<file path="src/rtl/alu_control_unit_if.sv">
// ---------------------------------------------------------------------------
// alu_control_unit_if
//   Bundles the controller's instruction-ROM port and its ALU/register-file
//   control bus into one interface.
//
//   master (controller side):
//     imem_addr [PC_WIDTH] out  instruction-ROM address
//     imem_data [16]       in   ROM read data, valid one cycle after imem_addr
//     z_flag               in   ALU zero flag
//     operation [3]        out  ALU op code
//     shift     [4]        out  ALU shift amount
//     a_sel     [4]        out  register-file select for A_bus
//     b_sel     [4]        out  register-file select for B_bus
//     c_dst     [4]        out  register-file write address for C_bus
//     c_wr_en              out  register-file write strobe
//   slave (ROM/ALU/register-file side): same signals, opposite directions.
// ---------------------------------------------------------------------------
interface alu_control_unit_if #(
    parameter int PC_WIDTH = 8
);
    logic [PC_WIDTH-1:0] imem_addr;
    logic [15:0]         imem_data;
    logic                z_flag;
    logic [2:0]          operation;
    logic [3:0]          shift;
    logic [3:0]          a_sel;
    logic [3:0]          b_sel;
    logic [3:0]          c_dst;
    logic                c_wr_en;

    modport master (
        output imem_addr, operation, shift, a_sel, b_sel, c_dst, c_wr_en,
        input  imem_data, z_flag
    );

    modport slave (
        input  imem_addr, operation, shift, a_sel, b_sel, c_dst, c_wr_en,
        output imem_data, z_flag
    );
endinterface

</file>
<file path="src/rtl/alu_control_unit.sv">
// ---------------------------------------------------------------------------
// alu_control_unit
//   Fetch/decode/sequence controller sitting directly upstream of the ALU.
//   Fetches 16-bit instructions from a synchronous-read ROM, drives the ALU
//   operation/shift codes and register-file selects, commits C_bus results
//   through a one-cycle write strobe and resolves conditional jumps on z_flag.
//
//   Instruction: [15:12] opcode, [11:8] dst, [7:4] srcA, [3:0] srcB/shift,
//                jump target = [PC_WIDTH-1:0].
//   Opcodes: 0 NOP, 1-7 ALU (ADD SUB INC DEC LSHIFT RSHIFT CLR), 8 JMP,
//            9 JMPZ, 10 JMPNZ, 11-14 reserved, 15 HALT.
//
//   Ports:
//     clk      in   system clock, rising edge
//     rst      in   synchronous active-high reset
//     start    in   one-cycle pulse, begins execution at RESET_PC from IDLE
//     bus      --   alu_control_unit_if.master (ROM port + ALU control bus)
//     busy     out  high in any state other than IDLE/HALT
//     done     out  high while in HALT
//     illegal  out  illegal-opcode trap flag
//
//   Build option: define CU_ILLEGAL_TRAP_EN to trap reserved opcodes 11-14
//   into HALT with illegal=1. Without it they execute as NOP and illegal=0.
// ---------------------------------------------------------------------------
module alu_control_unit #(
    parameter int                  PC_WIDTH = 8,
    parameter logic [PC_WIDTH-1:0] RESET_PC = '0
) (
    input  logic                      clk,
    input  logic                      rst,
    input  logic                      start,
    alu_control_unit_if.master        bus,
    output logic                      busy,
    output logic                      done,
    output logic                      illegal
);

    typedef enum logic [2:0] {
        S_IDLE,
        S_FETCH,
        S_DECODE,
        S_EXEC,
        S_WB,
        S_HALT
    } state_t;

    localparam logic [3:0] OP_NOP    = 4'd0;
    localparam logic [3:0] OP_ADD    = 4'd1;
    localparam logic [3:0] OP_SUB    = 4'd2;
    localparam logic [3:0] OP_INC    = 4'd3;
    localparam logic [3:0] OP_DEC    = 4'd4;
    localparam logic [3:0] OP_LSHIFT = 4'd5;
    localparam logic [3:0] OP_RSHIFT = 4'd6;
    localparam logic [3:0] OP_CLR    = 4'd7;
    localparam logic [3:0] OP_JMP    = 4'd8;
    localparam logic [3:0] OP_JMPZ   = 4'd9;
    localparam logic [3:0] OP_JMPNZ  = 4'd10;
    localparam logic [3:0] OP_HALT   = 4'd15;

    state_t              state;
    state_t              state_nxt;
    logic [PC_WIDTH-1:0] pc;
    logic [PC_WIDTH-1:0] pc_nxt;
    logic [PC_WIDTH-1:0] pc_inc;
    logic [PC_WIDTH-1:0] target;
    logic [15:0]         ir;
    logic [3:0]          opcode;
    logic                illegal_q;
    logic                illegal_nxt;

    assign opcode = ir[15:12];
    assign target = ir[PC_WIDTH-1:0];
    // Wraps modulo 2^PC_WIDTH by construction.
    assign pc_inc = pc + PC_WIDTH'(1);

    // -----------------------------------------------------------------------
    // State register
    // -----------------------------------------------------------------------
    // NOTE: sequential state uses non-blocking assignments so every register
    // samples pre-edge values, independent of statement order.
    always_ff @(posedge clk) begin
        if (rst) begin
            state     <= S_IDLE;
            pc        <= RESET_PC;
            ir        <= '0;
            illegal_q <= 1'b0;
        end else begin
            state     <= state_nxt;
            pc        <= pc_nxt;
            illegal_q <= illegal_nxt;
            if (state == S_DECODE) begin
                ir <= bus.imem_data;
            end
        end
    end

    // -----------------------------------------------------------------------
    // Next-state and control outputs
    // -----------------------------------------------------------------------
    // NOTE: every signal written here gets a default first, so no path
    // through the case statements can leave a latch behind.
    always_comb begin
        state_nxt     = state;
        pc_nxt        = pc;
        illegal_nxt   = illegal_q;
        bus.operation = 3'b000;
        bus.c_wr_en   = 1'b0;

        case (state)
            S_IDLE: begin
                if (start) begin
                    pc_nxt    = RESET_PC;
                    state_nxt = S_FETCH;
                end
            end

            S_FETCH:  state_nxt = S_DECODE;

            S_DECODE: state_nxt = S_EXEC;

            S_EXEC: begin
                state_nxt = S_FETCH;
                case (opcode)
                    OP_ADD, OP_SUB, OP_INC, OP_DEC,
                    OP_LSHIFT, OP_RSHIFT, OP_CLR: begin
                        // ALU codes equal the low three opcode bits.
                        bus.operation = ir[14:12];
                        state_nxt     = S_WB;
                    end
                    OP_JMP:   pc_nxt = target;
                    OP_JMPZ:  pc_nxt = bus.z_flag ? target : pc_inc;
                    OP_JMPNZ: pc_nxt = bus.z_flag ? pc_inc : target;
                    OP_HALT:  state_nxt = S_HALT;
                    default: begin
`ifdef CU_ILLEGAL_TRAP_EN
                        // Reserved opcodes stop the machine with pc still
                        // pointing at the offending instruction.
                        if (opcode != OP_NOP) begin
                            state_nxt   = S_HALT;
                            illegal_nxt = 1'b1;
                        end else begin
                            pc_nxt = pc_inc;
                        end
`else
                        pc_nxt = pc_inc;
`endif
                    end
                endcase
            end

            S_WB: begin
                bus.c_wr_en = 1'b1;
                pc_nxt      = pc_inc;
                state_nxt   = S_FETCH;
            end

            S_HALT: ;   // left only through rst; start is ignored

            default: state_nxt = S_IDLE;
        endcase
    end

    // Field selects follow IR directly; they may be stale outside EXEC/WB,
    // since operation and c_wr_en alone qualify the ALU and the write.
    assign bus.imem_addr = pc;
    assign bus.a_sel     = ir[7:4];
    assign bus.b_sel     = ir[3:0];
    assign bus.shift     = ir[3:0];
    assign bus.c_dst     = ir[11:8];

    assign busy = (state != S_IDLE) && (state != S_HALT);
    assign done = (state == S_HALT);

`ifdef CU_ILLEGAL_TRAP_EN
    assign illegal = illegal_q;
`else
    assign illegal = 1'b0;
`endif

endmodule

</file>
<file path="src/flat_wrapper.sv">
// flat-port wrapper written by rule: the top's interface ports become plain ports
module alu_control_unit_flat 
#(
    parameter int                  PC_WIDTH = 8,
    parameter logic [PC_WIDTH-1:0] RESET_PC = '0
)
  (clk, rst, start, busy, done, illegal, bus_imem_addr, bus_operation, bus_shift, bus_a_sel, bus_b_sel, bus_c_dst, bus_c_wr_en, bus_imem_data, bus_z_flag);
  alu_control_unit_if #(.PC_WIDTH(PC_WIDTH)) bus_i ();
  input  logic clk;
  input  logic rst;
  input  logic start;
  output logic busy;
  output logic done;
  output logic illegal;
  output wire logic [$bits(bus_i.imem_addr)-1:0] bus_imem_addr;
  output wire logic [$bits(bus_i.operation)-1:0] bus_operation;
  output wire logic [$bits(bus_i.shift)-1:0] bus_shift;
  output wire logic [$bits(bus_i.a_sel)-1:0] bus_a_sel;
  output wire logic [$bits(bus_i.b_sel)-1:0] bus_b_sel;
  output wire logic [$bits(bus_i.c_dst)-1:0] bus_c_dst;
  output wire logic [$bits(bus_i.c_wr_en)-1:0] bus_c_wr_en;
  input wire logic [$bits(bus_i.imem_data)-1:0] bus_imem_data;
  input wire logic [$bits(bus_i.z_flag)-1:0] bus_z_flag;
  assign bus_imem_addr = bus_i.imem_addr;
  assign bus_operation = bus_i.operation;
  assign bus_shift = bus_i.shift;
  assign bus_a_sel = bus_i.a_sel;
  assign bus_b_sel = bus_i.b_sel;
  assign bus_c_dst = bus_i.c_dst;
  assign bus_c_wr_en = bus_i.c_wr_en;
  assign bus_i.imem_data = bus_imem_data;
  assign bus_i.z_flag = bus_z_flag;
  alu_control_unit #(.PC_WIDTH(PC_WIDTH), .RESET_PC(RESET_PC)) u_core (.clk(clk), .rst(rst), .start(start), .bus(bus_i), .busy(busy), .done(done), .illegal(illegal));
endmodule
</file>
<file path="config.mk">
export PLATFORM = sky130hd
export DESIGN_NAME = alu_control_unit_flat
export DESIGN_NICKNAME = d
export VERILOG_FILES = /design/src/rtl/alu_control_unit_if.sv /design/src/rtl/alu_control_unit.sv /design/src/flat_wrapper.sv
export SDC_FILE = /design/constraint.sdc
export NUM_CORES = 1
export LEC_CHECK = 0
export ABC_AREA = 1
export ABC_CLOCK_PERIOD_IN_PS = 2180
export CAP_MARGIN = 0
export CORE_ASPECT_RATIO = 0.8
export CORE_MARGIN = 3
export CORE_UTILIZATION = 38
export CTS_CLUSTER_SIZE = 8
export DETAILED_ROUTE_END_ITERATION = 7
export GPL_ROUTABILITY_DRIVEN = 1
export GPL_TIMING_DRIVEN = 0
export PLACE_DENSITY = 0.69
export SYNTH_ARGS = -nofsm -noshare
export SYNTH_HDL_FRONTEND = slang
export SYNTH_SLANG_ARGS = --single-unit
</file>
<file path="constraint.sdc">
create_clock -name clk -period 2.18 [get_ports clk]
set_input_delay 0.327 -clock clk [delete_from_list [all_inputs] [get_ports clk]]
set_output_delay 0.327 -clock clk [all_outputs]
set_load 0.01 [all_outputs]
</file>
==> Word level (Yosys, flattened, before mapping) <==
Index checks and enable logic that the tools add are counted.
{ "op_classes": {"bitwise_logic": 1, "n_reduce_logical": 8, "addsub": 1, "mux": 11, "eq_ne": 19} }
{ "ops": {"columns": ["operator", "count"], "rows": [
  ["case mux 8 bit (4 select lines)", 1],
  ["two-way mux 8 bit", 3],
  ["case mux 8 bit (3 select lines)", 1],
  ["case mux 3 bit (6 select lines)", 1],
  ["== test 4 x 3 -> 1 bit, second input constant", 4],
  ["== test 4 bit, second input constant", 4],
  ["two-way mux 3 bit", 3],
  ["adder 8 x 1 -> 8 bit, second input constant", 1],
  ["== test 4 x 2 -> 1 bit, second input constant", 2],
  ["OR reduction 8 bit", 1],
  ["OR reduction 7 bit", 1],
  ["== test 3 x 2 -> 1 bit, second input constant", 2],
  ["== test 3 bit, second input constant", 2],
  ["case mux 3 bit (2 select lines)", 1],
  ["nonzero test 3 bit", 2],
  ["== test 4 x 1 -> 1 bit, second input constant", 1],
  ["!= test 2 bit, second input constant", 2],
  ["== test 3 x 1 -> 1 bit, second input constant", 1],
  ["zero test 3 bit", 1],
  ["!= test 3 bit, second input constant", 1],
  ["AND reduction 3 bit", 1],
  ["AND reduction 2 bit", 1],
  ["logical AND 1 bit", 1],
  ["two-way mux 1 bit", 1],
  ["NOT 1 bit", 1]
]} }
{ "word_totals": {"out_inout_bits": 31, "register_bits": 27, "in_bits": 20} }

==> Longest topological paths before layout <==
Gate-level depths: netlist of the first run.
{ "logic_depth": {"ltp_word": 4, "mapped_depth": 10, "ltp_nobuf": 10} }

==> Least setup slack after synthesis of the first run <==
OpenSTA, ideal clock, no wires.
{ "synth_timing": {"path_kind": "register -> register", "start": "reg u_core.state[1]", "end": "reg u_core.pc[2] (netlist: u_core.bus.imem_addr[2])", "arrival_time_ns": 1.255, "n_path_buf": 1, "stages_incl_launch_ff": 9, "setup_time_ns": 0.118, "slack_ns": 0.807, "required_ns": 2.062, "period_less_slack_ns": 1.373, "cell_sequence": "dfxtp_1 > nand2_4 > nor2_8 > nand3_2 > nand2_4 > inv_4 > buf_8 > o21ai_1 > a21oi_2"} }
{ "synth_via": {"elab_chain_len": 3} }
{ "synth_rtl": {"columns": ["element", "line_no", "source"], "rows": [
  ["from (decl)", "alu_control_unit.sv:60", "state_t state;"],
  ["from (signal assigned)", "alu_control_unit.sv:88", "state <= state_nxt;"],
  ["== test 3 x 2 -> 1 bit (tied with other cells)", "alu_control_unit.sv:109", "case (state)"],
  ["!= test 2 bit (no source line) or nonzero test 3 bit (tied branches)", null, null],
  ["AND reduction 3 bit (no source line)", null, null],
  ["to (signal assigned)", "alu_control_unit.sv:89", "pc <= pc_nxt;"],
  ["to (decl)", "alu_control_unit.sv:62", "logic [PC_WIDTH-1:0] pc;"]
]} }
Parallel ways exist; a longest one is shown, timed or not.
A chain may end at the register's enable or synchronous reset.

==> Worst setup path after layout of the first run <==
{ "layout_timing": {"start": "reg u_core.state[1]", "end": "out bus_operation[1]"} }
{ "layout_via": {"elab_chain_len": 2} }
{ "layout_rtl": {"columns": ["element", "line_no", "source"], "rows": [
  ["== test 3 x 2 -> 1 bit", "alu_control_unit.sv:109", null],
  ["two-way mux 3 bit", "alu_control_unit.sv:109", null],
  ["to (decl)", "flat_wrapper.sv:16", "output wire logic [$bits(bus_i.operation)-1:0] bus_operation;"]
]} }
Every way passes these cells.

==> metrics.md, run 1 <==
| Metric | Value |
|---|---|
| Status | finished clean |
| Hold slack | 485 ps |
| Fin crit period | 2090 ps |
| Clock latency on the worst-skew pair | 280 ps |
| Post-synth top cells | nor2_1, nand2_1, dfxtp_1 |
| TritonCTS clock tree | built |
| Reg-to-reg slack, setup | 580 ps |
| Vias in the first global route | 1441 |
| Max Cap Viol | 0 |
| TritonCTS Buffers | 3 |
| Worst reg2reg path startpoint | u_core.state[2] |
| Worst VDD drop | 0.000426 V |
| Startpoint Class | flip-flop |
| Top cells by area, synth | dfxtp_1, nor2_1, nand2_1 |
| Total GRT Usage | 16.6% |
| CP arrival | 1760 ps |
| Wire length of the first global-routing pass | 6760 um |
| Synth area leader | dfxtp_1 |
| R2r worst-path depth | 6 |
| Most common cell in the synthesized netlist | nor2_1 |
| Drt drc | 0 |
| GP Congestion | 0.831 |
| Cell Pwr Density | 760 nW/um^2 |
| Router iterations before antenna repair | 5 |
| FP Rows | 20 |
| WP data required | 1850 ps |
| Routed Antenna Nets | 0 |
| Via count | 1621 |
| Core box area | 3930 sq um |
| Initial Util | 41.1% |
| WP depth | 5 |
| Crit-path cells | nand2_4 > nor2_8 > inv_4 > nor3_1 > clkdlybuf4s50_1 |
| Setup ws final | 90.2 ps |
| CP Class | flip-flop to primary output |
| Drt total wl | 4070 um |
| Fin. Hold Viols | 0 |
| # clock sinks | 27 |
| Finish-stage setup viols | 0 |
| CTS clock-pin slew for the worst setup and hold paths | 90 ps |
| Die height | 64.3 um |
| Dpl hpwl | 3090 um |
| Die extent in x | 78.9 um |
| Worst min-delay path class | flip-flop to flip-flop |
| Max Slew Vio Count | 0 |
| Routed WL per cell | 11.8 um |
| CTS root buffer | clkbuf_8 |
| Fraction of layout cells with a size suffix above 1 | 14.5% |
| Post-synth EDFFs | 0 |
| Vias/cell | 4.71 |
| CTS H-tree depth | 1 |
| Post-synth top area share | 33.5% |
| Most used DFF post-synth | dfxtp_1 |
| Grt total ovfl | 0 |
| Register area share after synthesis | 33.5% |
| Crit path max-delay family | buffers and inverters |
| Leak | 0.903 nW |
| Mapped Area | 1610 sq um |
| Ports | 51 |
| Largest net degree at the start of global routing | 15 |
| Drt initial violations | 131 |
| Reg-to-reg endpoint | u_core.state[0] |
| Setup TNS | 0 ps |
| CP endpoint kind | primary output |
| RSZ-0062 raised after global routing | no |
| Area Growth Syn to Fin | 38.1% |
| Ant diodes | 0 |
| PortBufs | 49 |
| Worst Skew | 4.27 ps |
| Post-place setup slack | 282 ps |
| Worst Setup EP | bus_operation[1] |
| Hold_buf cts | 0 |
| CP Launch Point | u_core.state[1] |
| Slowest-stage cell, CP | clkdlybuf4s50_1 |
| Die area | 5070 sq um |
| WP buf/inv | 2 |
| Mean Syn Cell Area | 6.87 sq um |
| Final worst-path cycle share | 95.9% |
| Nets | 311 |
| Synth Warn # | 0 |
| FF+latch count, synth | 27 |
| Syn Nets | 256 |
| CTS Buffer Depth | 2 |
| Initial antenna violation count | 0 |
| Synth cell types | 29 |
| Asr flop ratio synth | 0% |
| Syn Inst Count | 235 |
| Critical path fanouts, max | 9 |
| Slowest cell delay on critical path | 560 ps |
| Fmax | 0.479 GHz |
==> flip-flops by register name, indices dropped and copies added, names as in the netlist <==
register and cells:
u_core.ir 16, u_core.bus.imem_addr 8, u_core.state 3
==> power by group <==
group / switching, mW / total, mW / internal [mW]
Clock: 0.158 / 0.289 / 0.131
Sequential: 0.102 / 0.685 / 0.583
Combinational: 0.346 / 0.720 / 0.373
Total: 0.607 / 1.69 / 1.09
==> final cells by class <==
cell class / count / area [sq um]
flip-flops and latches: 27 / 543
fillers: 385 / 1700
well taps: 55 / 68.8
clock buffers: 4 / 45.0
plain buffers: 22 / 159
multi-input cells: 163 / 823
inverters: 23 / 91.3
repair buffers: 50 / 498
==> routing by layer <==
metal | vias to the layer above | track usage, % | share of wire (%)
li1 | 856 | - | -
met5 | - | 0 | 0
met3 | 4 | 4.93 | 8.2
met4 | 0 | 4.08 | 0.93
met1 | 699 | 23.2 | 49
met2 | 62 | 25.1 | 42
==> cell families after synthesis <==
kind of cell             after synthesis  share of synthesized area (%)
XOR/XNOR                               3                           1.63
AO/OA/AOI/OAI                         47                           16.0
flip-flops                            27                           33.5
AND/OR/NAND/NOR                      111                           32.4
other                                  1                          0.232
buffers and inverters                 45                           15.5
adder cells (fa/ha/maj)                1                          0.775
==> cell usage in the layout, fill, tap and decap left out, drive strengths merged, types with 2 or more instances in the layout <==
cell,netlist,final
nand2,39,39
nor3,6,6
xnor2,2,2
clkdlybuf4s50,0,49
a21oi,18,18
o21ai,28,28
nand4,5,5
clkbuf,3,7
inv,23,23
nor2,42,42
nand3,17,17
dfxtp,27,27
buf,19,20
==> what timing repair did <==
item / CTS / global route
resized for setup: 1 / 1
pin swaps: 1 / 0
endpoints found under the setup margin: 3 / 3
gates cloned: 0 / 0
buffers inserted: 1 / 0
==> metrics by stage <==
stage	power (mW)	instance area, sq um	instances	util [%]
2_1_floorplan	1.12	1610	235	-
3_3_place_gp	1.41	2170	339	55.3
3_5_place_dp	1.41	2170	339	55.3
4_1_cts	1.70	2230	344	56.7
5_1_grt	1.81	2230	344	56.7
6_report	1.69	2230	344	56.7
==> how the worst min path moves through the flow <==
stage,depth (start not counted),slack (ps),to,startpoint
after CTS,2,490,u_core.ir[4],u_core.ir[4]
after detailed placement,2,470,u_core.ir[4],u_core.ir[4]
after floorplan,1,400,u_core.state[2],rst
after global placement,2,460,u_core.ir[9],u_core.ir[9]
after global routing,2,520,u_core.ir[4],u_core.ir[4]
final,2,490,u_core.ir[4],u_core.ir[4]
==> worst min-delay path: stages (launching register included) <==
cell and delay [ps]:
dfxtp_1 320, inv_1 70, a21oi_1 50
Power figures use the tool's default switching activity.
==> inputs of run 2 (changes only) <==
- CAP_MARGIN: 0 -> 15
- CORE_UTILIZATION: 38 -> 32
- PLACE_DENSITY: 0.69 -> 0.6
==> metrics.md, run 2 (synthesized netlist as in run 1, its figures left out) <==
| Metric | Value |
|---|---|
| CP endpoint kind | primary output |
| Fmax | 0.478 GHz (about the same) |
| Finish-stage setup viols | 0 (unchanged) |
| Post-route insts no fill | 348 (+1.2%) |
| Max Slew Vio Count | 0 (unchanged) |
| Worst VDD drop | 0.000354 V (-17%) |
| Slowest cell delay on critical path | 560 ps (about the same) |
| Ant diodes | 0 (unchanged) |
| Commonest non-fill, non-tap cell in the layout | clkdlybuf4s50_1 |
| GP Congestion | 0.891 (+7.2%) |
| FP Rows | 22 (+10%) |
| Max Cap Viol | 0 (unchanged) |
| Grt total ovfl | 0 (unchanged) |
| Clock latency on the worst-skew pair | 280 ps (about the same) |
| Core box area | 4730 sq um (+21%) |
| CP arrival | 1760 ps (about the same) |
| Placement Cell Area | 2180 sq um (+0.29%) |
| Cell Pwr Density | 767 nW/um^2 (+0.93%) |
| Wire length of the first global-routing pass | 7010 um (+3.7%) |
| Worst min-delay path class | flip-flop to flip-flop |
| Slowest-stage cell, CP | clkdlybuf4s50_1 |
| Drt total wl | 4240 um (+4.1%) |
| Gate power share | 42.1% (-0.4 points) |
| Commonest non-fill, non-tap cells in the layout | clkdlybuf4s50_1, nor2_1, nand2_1 |
| Die area | 5940 sq um (+17%) |
| Setup TNS | 0 ps (unchanged) |
| Biggest register | u_core.ir |
| Routed Antenna Nets | 0 (unchanged) |
| Initial antenna violation count | 0 (unchanged) |
| Post-route cell area | 2230 sq um (+0.17%) |
| Cell Int Power | 1.09 mW (-0.14%) |
| Vias in the first global route | 1512 (+4.9%) |
| TritonCTS clock tree | built |
| Die extent in x | 85.4 um (+8.3%) |
| Initial Util | 34.1% (-7.0 points) |
| Max reg flops | 16 (unchanged) |
| Final worst-path cycle share | 95.9% (about the same) |
| Fraction of layout cells with a size suffix above 1 | 14.9% (+0.40 points) |
| Area Growth Syn to Fin | 38.3% |
| WP data required | 1850 ps (about the same) |
| Leak | 0.896 nW (-0.74%) |
| CTS clock-pin slew for the worst setup and hold paths | 100 ps (about the same) |
| Util after Layout | 47.1% (-9.6 points) |
| Dpl hpwl | 3230 um (+4.7%) |
| Nets | 310 (-0.32%) |
| TritonCTS Buffers | 3 (unchanged) |
| Vias/cell | 4.65 (-1.3%) |
| Crit-path cells | nand2_4 > nor2_8 > inv_4 > nor3_1 > clkdlybuf4s50_1 |
| CTS root buffer | clkbuf_8 |
| Sw Pwr | 627 uW (+3.3%) |
| Routed WL per cell | 12.2 um (+2.9%) |
| Status | finished clean |
| Clk pwr share | 17.7% (+0.6 points) |
| CTS H-tree depth | 1 (unchanged) |
| # clock sinks | 27 (unchanged) |
| Switch share | 36.6% (+0.79 points) |
| CTS Buffer Depth | 2 (unchanged) |
| Drt drc | 0 (unchanged) |
| PortBufs | 49 (unchanged) |
| Largest net degree at the start of global routing | 17 (+2) |
| Startpoint Class | flip-flop |
| Fin. Hold Viols | 0 (unchanged) |
| Via count | 1618 (-0.19%) |
| Fin crit period | 2090 ps (+1.28 ps) |
| Ports | 51 (unchanged) |
| FILL cells | 499 (+30%) |
| Die height | 69.5 um (+8.1%) |
| Drt initial violations | 88 (-33%) |
| RSZ-0062 raised after global routing | no |
| Total GRT Usage | 14.3% (-2.3 points) |
| Critical path fanouts, max | 9 (unchanged) |
| Worst Skew | 7.48 ps (+3.21 ps) |
| Placed insts | 344 (+1.5%) |
| Part of the power in registers | 40.2% (-0.2 points) |
| CP Class | flip-flop to primary output |
| Post-CTS Setup Inserts | 0 (-1) |
| Router iterations before antenna repair | 4 (-1) |
==> run 2: cell types whose count changed in the layout (fill, tap and decap cells not counted) <==
| cell | before | now |
|---|---|---|
| buf_4 | 18 | 17 |
| clkbuf_1 | 4 | 3 |
| clkinvlp_4 | 0 | 1 |
| dfxtp_1 | 25 | 24 |
| dfxtp_2 | 2 | 3 |
==> run 2: power by group through the flow <==
stage	clock network, mW	registers (mW)	logic (mW)
finish	0.303	0.688	0.721
global route	0.330	0.706	0.801
CTS	0.316	0.690	0.728
detailed placement	0	0.698	0.723
global placement	0	0.697	0.719
floorplan	0	0.687	0.435
==> run 2: area by class of cell <==
class	instances	area, sq um	area share (%)
plain buffers	22	159	7.12
clock buffers	3	41.3	1.85
clock inverters	1	7.51	0.336
inverters	23	91.3	4.09
multi-input cells	163	823	36.9
flip-flops and latches	27	544	24.4
well taps	60	75.1	3.36
repair buffers	49	490	22.0
==> run 2: per-stage QoR <==
stage               power, mW  setup slack [ps]  hold WS, ps
floorplan                1.12               807          396
global placement         1.42               298          462
detailed placement       1.42               293          473
CTS                      1.73              72.9          488
global route             1.84              15.7          517
finish                   1.71              88.9          491
==> run 2: path summary, 6_finish.rpt <==
| kind | start | endpoint | slack (ps) | cells after the start |
|---|---|---|---|---|
| min | u_core.ir[4] | u_core.ir[4] | 490 | 2 |
| min reg2reg | u_core.ir[4] | u_core.ir[4] | 490 | 2 |
| max reg2reg | u_core.state[2] | u_core.state[0] | 640 | 6 |
| max | u_core.state[1] | bus_operation[1] | 90 | 5 |
==> run 2: critical path: cells and delay by family (launching register included) <==
family	cells	cell delay (ps)
buf+inv	2	640
flops	1	430
simple gates	3	400
==> run 2: per-layer routing <==
metal,track usage [%],part of all wire [%]
met1,19.4,48
met2,22.0,42
met3,5.23,9.9
met4,2.64,0.73
met5,0,0
==> run 2: what timing repair did <==
| item | 4_1_cts | 5_1_grt |
|---|---|---|
| hold buffers | 0 | 0 |
| resized for setup | 3 | 0 |
| setup endpoints to repair | 3 | 0 |
| endpoints found under the hold margin | 0 | 0 |
==> inputs of run 3 (changes only) <==
- CORE_UTILIZATION: 32 -> 24
- GPL_TIMING_DRIVEN: 0 -> 1
- PLACE_DENSITY: 0.6 -> 0.48
==> metrics.md, run 3 (synthesized netlist as in run 1, its figures left out) <==
| Metric | Value |
|---|---|
| Placement Cell Area | 2070 sq um (-4.9%) |
| Fin crit period | 2050 ps (-36.3 ps) |
| Util after Layout | 33.0% (-14 points) |
| Leak | 0.829 nW (-7.5%) |
| Fraction of layout cells with a size suffix above 1 | 9.67% (-5.3 points) |
| Via count | 1540 (-4.8%) |
| CP Class | flip-flop to primary output |
| Finish-stage setup viols | 0 (unchanged) |
| CTS clock-pin slew for the worst setup and hold paths | 100 ps (about the same) |
| CTS Buffer Depth | 2 (unchanged) |
| Routed Antenna Nets | 0 (unchanged) |
| Total GRT Usage | 11.5% (-2.8 points) |
| CTS H-tree depth | 1 (unchanged) |
| Post-CTS Setup Inserts | 0 (unchanged) |
| WL met1 | 2190 um (+8.4%) |
| Cell Pwr Density | 756 nW/um^2 (-1.5%) |
| Worst Skew | 8.24 ps (+0.763 ps) |
| Die area | 7750 sq um (+31%) |
| Vias in the first global route | 1461 (-3.4%) |
| Startpoint Class | flip-flop |
| Pwr Total | 1.61 mW (-6.1%) |
| Final worst-path cycle share | 94.3% (-1.7 points) |
| # clock sinks | 27 (unchanged) |
| Fmax | 0.487 GHz (+1.8%) |
| Core box area | 6440 sq um (+36%) |
| Gate power share | 39.2% (-2.9 points) |
| Grt total ovfl | 0 (unchanged) |
| Commonest non-fill, non-tap cell in the layout | clkdlybuf4s50_1 |
| Critical path fanouts, max | 9 (unchanged) |
| Max Cap Viol | 0 (unchanged) |
| Worst min-delay path class | flip-flop to flip-flop |
| Hold slack | 491 ps (-0.0400 ps) |
| Max reg flops | 16 (unchanged) |
| Post-route cell area | 2130 sq um (-4.7%) |
| Footprint of the multi-input gates | 823 sq um (unchanged) |
| Setup ws final | 125 ps (+36.3 ps) |
| CP arrival | 1730 ps (-30 ps) |
| TritonCTS clock tree | built |
| Status | finished clean |
| Ports | 51 (unchanged) |
| Area Growth Syn to Fin | 31.8% |
| Hold depth | 2 (unchanged) |
| Biggest register | u_core.ir |
| Worst VDD drop | 0.000274 V (-23%) |
| Placed insts | 349 (+1.5%) |
| Post-place setup slack | 305 ps (+12.6 ps) |
| RSZ-0062 raised after global routing | no |
| Routed WL per cell | 12.1 um (-0.70%) |
| Met3 routed WL | 273 um (-35%) |
| Die height | 79.4 um (+14%) |
| Drt drc | 0 (unchanged) |
| GP Congestion | 0.773 (-13%) |
| Drt initial violations | 76 (-14%) |
| Wire length of the first global-routing pass | 7270 um (+3.6%) |
| Commonest non-fill, non-tap cells in the layout | clkdlybuf4s50_1, nor2_1, nand2_1 |
| Die extent in x | 97.7 um (+14%) |
| Max Slew Vio Count | 0 (unchanged) |
| FP Rows | 26 (+18%) |
| WP data required | 1850 ps (about the same) |
| Drt total wl | 4270 um (+0.73%) |
| Fin. Hold Viols | 0 (unchanged) |
| Setup TNS | 0 ps (unchanged) |
| Cell Int Power | 1.02 mW (-6.4%) |
| Dpl hpwl | 3320 um (+2.7%) |
| DR WL met2 | 1780 um (+0.74%) |
| Clock latency on the worst-skew pair | 270 ps (about the same) |
| Largest net degree at the start of global routing | 23 (+6) |
| R2r worst-path depth | 10 (+4) |
| Initial antenna violation count | 0 (unchanged) |
| Router iterations before antenna repair | 4 (unchanged) |
| Sw Pwr | 592 uW (-5.7%) |
| Clk pwr share | 17.7% (about the same) |
| Post-route insts no fill | 353 (+1.4%) |
| PortBufs | 49 (unchanged) |
| Highest layer used for signal routing | met4 |
| Sequential cell area | 546 sq um (+0.23%) |
| CTS root buffer | clkbuf_8 |
| FILL cells | 716 (+43%) |
| Initial Util | 25.1% (-9.0 points) |
| Vias/cell | 4.36 (-6.2%) |
| Switch share | 36.8% (+0.17 points) |
| Part of the power in registers | 43.1% (+2.9 points) |
| TritonCTS Buffers | 3 (unchanged) |
| CP endpoint kind | primary output |
| Ant diodes | 0 (unchanged) |
| Nets | 291 (-6.1%) |
## run 3: worst paths after layout
kind                        start                       to  slack, ps
setup / recovery  u_core.state[0]         bus_operation[0]        130
hold / removal      u_core.ir[10]            u_core.ir[10]        490
setup reg to reg    u_core.ir[12]  u_core.bus.imem_addr[6]        610
hold reg to reg     u_core.ir[10]            u_core.ir[10]        490
## run 3: metal layers
metal,vias up,track usage [%]
li1,817,-
met1,686,16.1
met2,35,17.4
met3,2,3.86
met4,0,2.07
met5,-,0
## run 3: repair_timing
action                                  in CTS  in global routing
gates resized for setup                      1                  3
endpoints found under the setup margin       2                  3
hold buffers                                 0                  0
## run 3: final cells by class
cell class | count | share of cell area [%]
multi-input combinational | 163 | 38.7
sequential | 27 | 25.6
timing repair buffer | 52 | 24.2
tap | 84 | 4.94
inverter | 23 | 4.29
clock buffer | 3 | 1.94
clock inverter | 1 | 0.235
## run 3: power by group through the flow
| stage | clock, mW | combinational (mW) | sequential [mW] |
|---|---|---|---|
| floorplan | 0 | 0.435 | 0.687 |
| CTS | 0.305 | 0.639 | 0.693 |
| finish | 0.285 | 0.630 | 0.693 |
| detailed placement | 0 | 0.635 | 0.702 |
| global route | 0.332 | 0.709 | 0.710 |
| global placement | 0 | 0.639 | 0.701 |
## run 3: critical path, stage by stage (launching register included)
cell and delay (ps):
dfxtp_2 410, nand2_4 90, nor2_8 160, inv_4 80
nor3_1 150, clkdlybuf4s50_1 560
